File: config.mk
export PLATFORM = sky130hd
export DESIGN_NAME = multicycle_alu
export DESIGN_NICKNAME = d
export VERILOG_FILES = /design/src/rtl/multicycle_alu.sv
export SDC_FILE = /design/constraint.sdc
export NUM_CORES = 1
export LEC_CHECK = 0
export BUFFER_PORTS_ARGS = -buffer_cell sky130_fd_sc_hd__buf_2
export CAP_MARGIN = 20
export CORE_MARGIN = 2
export CORE_UTILIZATION = 45
export CTS_CLUSTER_DIAMETER = 150
export DETAILED_ROUTE_END_ITERATION = 16
export SLEW_MARGIN = 15
export SYNTH_ARGS = -nofsm -noshare
export SYNTH_HDL_FRONTEND = slang
export SYNTH_SLANG_ARGS = --single-unit
File: constraint.sdc
create_clock -name Clk -period 5.03 [get_ports Clk]
set_clock_uncertainty 0.05 [all_clocks]
set_input_delay 0.2515 -clock Clk [delete_from_list [all_inputs] [get_ports Clk]]
set_output_delay 0.2515 -clock Clk [all_outputs]
set_load 0.03 [all_outputs]
File: src/rtl/multicycle_alu.sv
// multicycle_alu: single-cycle ALU with a radix-2 shift-add multiplier.
// Ports:
//   Clk          system clock, rising edge
//   Reset_n      asynchronous active-low reset
//   Start        launches an operation on the current ALUControl/A/B
//   ALUControl   5-bit operation select, sampled on an accepted Start
//   A, B         WIDTH-bit operands, sampled on an accepted Start
//   ALUResult    registered result (low half of a product for multiplies)
//   ALUResultHi  registered high half of the last multiply
//   Zero         ALUResult == 0
//   Busy         multiply in progress
//   Done         one-cycle pulse, result registers valid
module multicycle_alu #(
  parameter int WIDTH = 32,
  parameter int SHW = $clog2(WIDTH)
) (
  input  logic             Clk,
  input  logic             Reset_n,
  input  logic             Start,
  input  logic [4:0]       ALUControl,
  input  logic [WIDTH-1:0] A,
  input  logic [WIDTH-1:0] B,
  output logic [WIDTH-1:0] ALUResult,
  output logic [WIDTH-1:0] ALUResultHi,
  output logic             Zero,
  output logic             Busy,
  output logic             Done
);
  localparam int CW = $clog2(WIDTH);
  localparam logic [CW-1:0] LAST = CW'(WIDTH - 1);
  localparam logic [4:0] OP_ADD = 5'b00000, OP_SUB = 5'b00001, OP_MUL = 5'b00010, OP_MULU = 5'b00011;
  localparam logic [4:0] OP_BGTZ = 5'b00100, OP_BLEZ = 5'b00101, OP_BGEZ = 5'b00110, OP_BLTZ = 5'b00111;
  localparam logic [4:0] OP_AND = 5'b01000, OP_OR = 5'b01001, OP_NOR = 5'b01010, OP_XOR = 5'b01011;
  localparam logic [4:0] OP_SLL = 5'b01100, OP_SRL = 5'b01101, OP_SLT = 5'b01110, OP_SLTU = 5'b01111;
  localparam logic [4:0] OP_SRA = 5'b10000;
  typedef enum logic [1:0] {IDLE, MUL, FIN} state_t;
  state_t state, next_state;
  logic [2*WIDTH-1:0] mcand, acc, acc_step, product;
  logic [WIDTH-1:0] mplier, a_mag, b_mag, alu_res;
  logic [CW-1:0] count;
  logic neg, is_mul, is_signed, a_neg, a_zero;
  logic [SHW-1:0] sh;
  assign is_mul = (ALUControl == OP_MUL) || (ALUControl == OP_MULU);
  assign is_signed = ALUControl == OP_MUL;
  // Signed multiply works on magnitudes; the most negative value's magnitude
  // is still representable as an unsigned WIDTH-bit number.
  assign a_mag = (is_signed && A[WIDTH-1]) ? ~A + 1'b1 : A;
  assign b_mag = (is_signed && B[WIDTH-1]) ? ~B + 1'b1 : B;
  assign acc_step = acc + (mplier[0] ? mcand : '0);
  assign product = neg ? ~acc_step + 1'b1 : acc_step;
  assign sh = B[SHW-1:0];
  assign a_neg = A[WIDTH-1];
  assign a_zero = A == '0;
  always_comb begin
    alu_res = '1;
    case (ALUControl)
      OP_ADD:  alu_res = A + B;
      OP_SUB:  alu_res = A - B;
      OP_BGTZ: alu_res = {{(WIDTH-1){1'b0}}, !a_neg && !a_zero};
      OP_BLEZ: alu_res = {{(WIDTH-1){1'b0}}, a_neg || a_zero};
      OP_BGEZ: alu_res = {{(WIDTH-1){1'b0}}, !a_neg};
      OP_BLTZ: alu_res = {{(WIDTH-1){1'b0}}, a_neg};
      OP_AND:  alu_res = A & B;
      OP_OR:   alu_res = A | B;
      OP_NOR:  alu_res = ~(A | B);
      OP_XOR:  alu_res = A ^ B;
      OP_SLL:  alu_res = A << sh;
      OP_SRL:  alu_res = A >> sh;
      OP_SRA:  alu_res = $signed(A) >>> sh;
      OP_SLT:  alu_res = {{(WIDTH-1){1'b0}}, $signed(A) < $signed(B)};
      OP_SLTU: alu_res = {{(WIDTH-1){1'b0}}, A < B};
      default: alu_res = '1;
    endcase
  end
  always_ff @(posedge Clk or negedge Reset_n)
    if (!Reset_n) state <= IDLE;
    else state <= next_state;
  always_comb begin
    next_state = state;
    case (state)
      IDLE:    next_state = (Start && is_mul) ? MUL : IDLE;
      MUL:     next_state = (count == LAST) ? FIN : MUL;
      default: next_state = IDLE;
    endcase
  end
  assign Busy = state == MUL;
  assign Zero = ALUResult == '0;
  // The final partial product is folded in and sign-corrected on the edge
  // that enters FIN, so the result registers are valid while Done is high.
  always_ff @(posedge Clk or negedge Reset_n)
    if (!Reset_n) begin
      ALUResult <= '0;
      ALUResultHi <= '0;
      Done <= 1'b0;
      mcand <= '0;
      acc <= '0;
      mplier <= '0;
      count <= '0;
      neg <= 1'b0;
    end else begin
      Done <= 1'b0;
      if (state == IDLE && Start) begin
        if (is_mul) begin
          mcand <= {{WIDTH{1'b0}}, a_mag};
          mplier <= b_mag;
          acc <= '0;
          count <= '0;
          neg <= is_signed && (A[WIDTH-1] ^ B[WIDTH-1]);
        end else begin
          ALUResult <= alu_res;
          Done <= 1'b1;
        end
      end else if (state == MUL) begin
        acc <= acc_step;
        mcand <= mcand << 1;
        mplier <= mplier >> 1;
        count <= count + 1'b1;
        if (count == LAST) begin
          {ALUResultHi, ALUResult} <= product;
          Done <= 1'b1;
        end
      end
    end
endmodule

==> metrics.md <==
| Metric | Value |
|---|---|
| Status | `complete, no violations` |
| Comb power frac | `0.532` |
| Pint | `5660 uW` |
| Post-DP HPWL | `89.9 mm` |
| Worst path slowest cell | `or4_4` |
| Post-layout min period | `4970 ps` |
| GR Layer Usage met2 | `0.621` |
| Post-synth EDFFs | `0` |
| Hold violation count in the final report | `0` |
| Clock Path Buffers | `3` |
| Post-synth top flop | `dfrtp_1` |
| Die area | `0.0569 mm^2` |
| Synthesized area per cell | `7.63 um^2` |
| Max transition margin | `0.111` |
| Total track usage | `0.391` |
| CP cell instances | `and2_4 -> ha_4 -> inv_2 -> fa_2 -> nor2b_4 -> o31a_1 -> o21a_1 -> or4_4 -> a211o_1 -> or4_4 -> or4_4 -> or3_4 -> nand3b_4 -> buf_8 -> o41ai_4 -> xnor2_1 -> o21ai_1` |
| Die Span X | `239 um` |
| Num rows | `85` |
| Post-Synthesis Cells | `3247` |
| Crit. End Element | `register` |
| CP Class | `register to register` |
| Met3 Use GR | `0.0609` |
| H-tree levels | `1` |
| Setup TNS | `0 ps` |
| Synthesized area | `0.0248 mm^2` |
| Initial DRC Count | `3234` |
| RePlAce Congestion | `1.06` |
| Most common cell in the netlist | `o21ai_0` |
| Clock sinks | `233` |
| Crit-path max cell delay | `550 ps` |
| Via count | `27435` |
| # IOs | `139` |
| Pin count of the biggest net entering global routing | `132` |
| Largest area contributor in the netlist | `dfrtp_1` |
| Met1 Track Usage GR | `0.494` |
| Area contributors post-synth | `dfrtp_1 24%, ha_1 8.3%, o21ai_0 6.6%, a21oi_1 5.5%, nor2_1 4.7%` |
| Max Cap Viol | `0` |
| Total Wirelength | `115 mm` |
| Clock share of power | `0.198` |
| Psw | `4870 uW` |
| Number of global-route vias before repair | `26070` |
| Wire per inst | `27.9 um` |
| Core area | `0.0541 mm^2` |
| Hold crit path type | `primary input to register` |
| Final Cycle Share | `0.988` |
| Syn-to-layout area delta | `14.9%` |
| Register area share after synthesis | `0.235` |
| Layout Nets | `3641` |
| Critical path peak fanout | `5` |
| Avg Vias per Cell | `6.66` |
| Pleak | `0.0126 uW` |
| Synth cell count leaders | `329 x o21ai_0, 311 x nor2_1, 299 x nand2_1` |
| Post-synth ARST share | `1.00` |
| IO buf count | `138` |
| Worst-Margin Slew | `1330 ps` |
| Worst endpoint required time | `5390 ps` |
| Final setup viols | `0` |
| TritonCTS Buffers | `29` |
| Starting Density | `0.458` |
| Sw Ratio | `0.462` |
| Clk root buf | `clkbuf_16` |
| RSZ-0062 raised after global routing | `yes` |
| Initial antenna violation count | `10` |
| Max Slew Vio Count | `0` |
| CTS tree | `built` |
| Distinct cells, synth | `93` |
| Clock slew at reported path FFs | `60 ps` |
| F_max | `201 MHz` |
| Most frequent CP cell | `or4_4` |
| Startpoint Class | `register` |
| Die Span Y | `239 um` |
| Gr busiest metal | `met2` |
| GRT overflow | `0` |
| Clock latency on the worst-skew pair | `610 ps` |
| Antenna Nets Post-Route | `0` |
| Synth Register Bits | `233` |
| Sequential power share | `0.270` |
| Yosys Warn Count | `0` |
| Fin area | `0.0285 mm^2` |
| Pwr dens | `370 mW/mm^2` |
| DR DRC count | `0` |
| Placement Cell Area | `0.0271 mm^2` |
| Synth Net Count | `3487` |
| Share of layout cells above drive strength 1 | `0.152` |
| First-pass GRT wire length | `168 mm` |
| Arr. time, crit path | `5330 ps` |
| Post-synth top area share | `0.235` |
| 1st-pass router iterations | `6` |
| Worst IR drop on VDD | `327 uV` |
worst paths after layout:
check,from,to,slack (ps),cells after the start
worst max-delay path,mplier[0],ALUResultHi[25],60,17
max in group asynchronous,Reset_n,ALUResultHi[25],3650,3
worst min register to register,ALUResultHi[9],ALUResultHi[9],420,2
worst min-delay path,B[11],mplier[11],20,3
min in group asynchronous,Reset_n,acc[5],60,2
worst max register to register,mplier[0],ALUResultHi[25],60,17
stage by stage:
| step | std cells | worst slack [ps] | total power [uW] | utilization | hold WS [ps] |
|---|---|---|---|---|---|
| 6_report | 4122 | 62.1 | 10500 | 0.526 | 25.0 |
| 5_1_grt | 4119 | -27.6 | 11000 | 0.525 | 35.7 |
| 4_1_cts | 4112 | 27.7 | 10300 | 0.520 | 9.53 |
| 3_5_place_dp | 4056 | 5.77 | 8160 | 0.501 | 100 |
| 3_3_place_gp | 4055 | 138 | 8090 | 0.501 | 95.9 |
| 2_1_floorplan | 3247 | 166 | 5950 | - | -94.1 |
worst max-delay path, delay by kind of cell, from the launching register on:
| family | cells | cell delay, ps |
|---|---|---|
| and+or+nand+nor | 7 | 2300 |
| AOI/OAI and AO/OA | 5 | 1170 |
| DFF | 1 | 450 |
| adders and majority gates | 2 | 390 |
| buffers and inverters | 2 | 230 |
| xor gates and xnor gates | 1 | 160 |
kinds of logic after synthesis:
kind of cell	Yosys count	share of synthesized area
flops	233	0.235
buf+inv	352	0.0537
xor+xnor	167	0.0590
compound gates	1187	0.313
simple gates	1044	0.201
mux	96	0.0516
fa+ha+maj	168	0.0858
power groups by stage:
stage | Clock [uW] | Sequential (uW) | Combinational, uW
3_5_place_dp | 0 | 2840 | 5320
6_report | 2090 | 2840 | 5600
4_1_cts | 2110 | 2810 | 5360
5_1_grt | 2180 | 2880 | 5980
3_3_place_gp | 0 | 2830 | 5260
2_1_floorplan | 0 | 2880 | 3070
routing by layer:
| layer | routed length (um) | share of wire |
|---|---|---|
| met5 | 27 | 0.00023 |
| met3 | 8980 | 0.078 |
| met2 | 51100 | 0.44 |
| met1 | 46100 | 0.40 |
| met4 | 8810 | 0.077 |
flip-flops by register name, summed over array words and instances, names as in the netlist:
name / cells
ALUResult: 32
ALUResultHi: 32
Done: 1
acc: 64
count: 5
mcand: 64
mplier: 32
neg: 1
state: 2
cell usage in the layout, fill, tap and decap left out, types with 22 or more instances in the layout:
cell       instances
or3_1             33
a21o_1            42
a221oi_1          39
mux4_2            25
nand4_1           43
o22ai_1           33
o21bai_1          22
inv_1            113
nor2_1           307
a22oi_1           42
dfrtp_1          231
a21oi_1          269
a22o_1            82
buf_2            138
mux2i_1           67
buf_4            207
nor4_1            25
o31ai_1           38
nor3_1            80
ha_1             163
xnor2_1          120
o21ai_0          322
o21a_1            25
xor2_1            47
and2_1            75
nand2_1          298
clkbuf_16         29
a211oi_1          30
a221o_1           22
o211ai_1          29
a31oi_1           24
nand3_1           55
area by class of cell:
class	instances	area (um^2)
Clock inverter	11	101
Inverter	117	442
Tap cell	696	871
Sequential cell	233	5830
Timing Repair Buffer	358	2420
Antenna cell	5	12.5
Clock buffer	40	837
Multi-Input combinational cell	2662	17900
Fill cell	5342	25700
repair_timing:
item                                    CTS  global route
endpoints found under the setup margin    5            31
hold buffers                              5             0
gates cloned                              0             1
setup buffers                             0             4
endpoints found under the hold margin    68             0
pin swaps                                 0            11
gates resized for setup                   2            58
No activity file was read; power rests on OpenSTA's default activity.
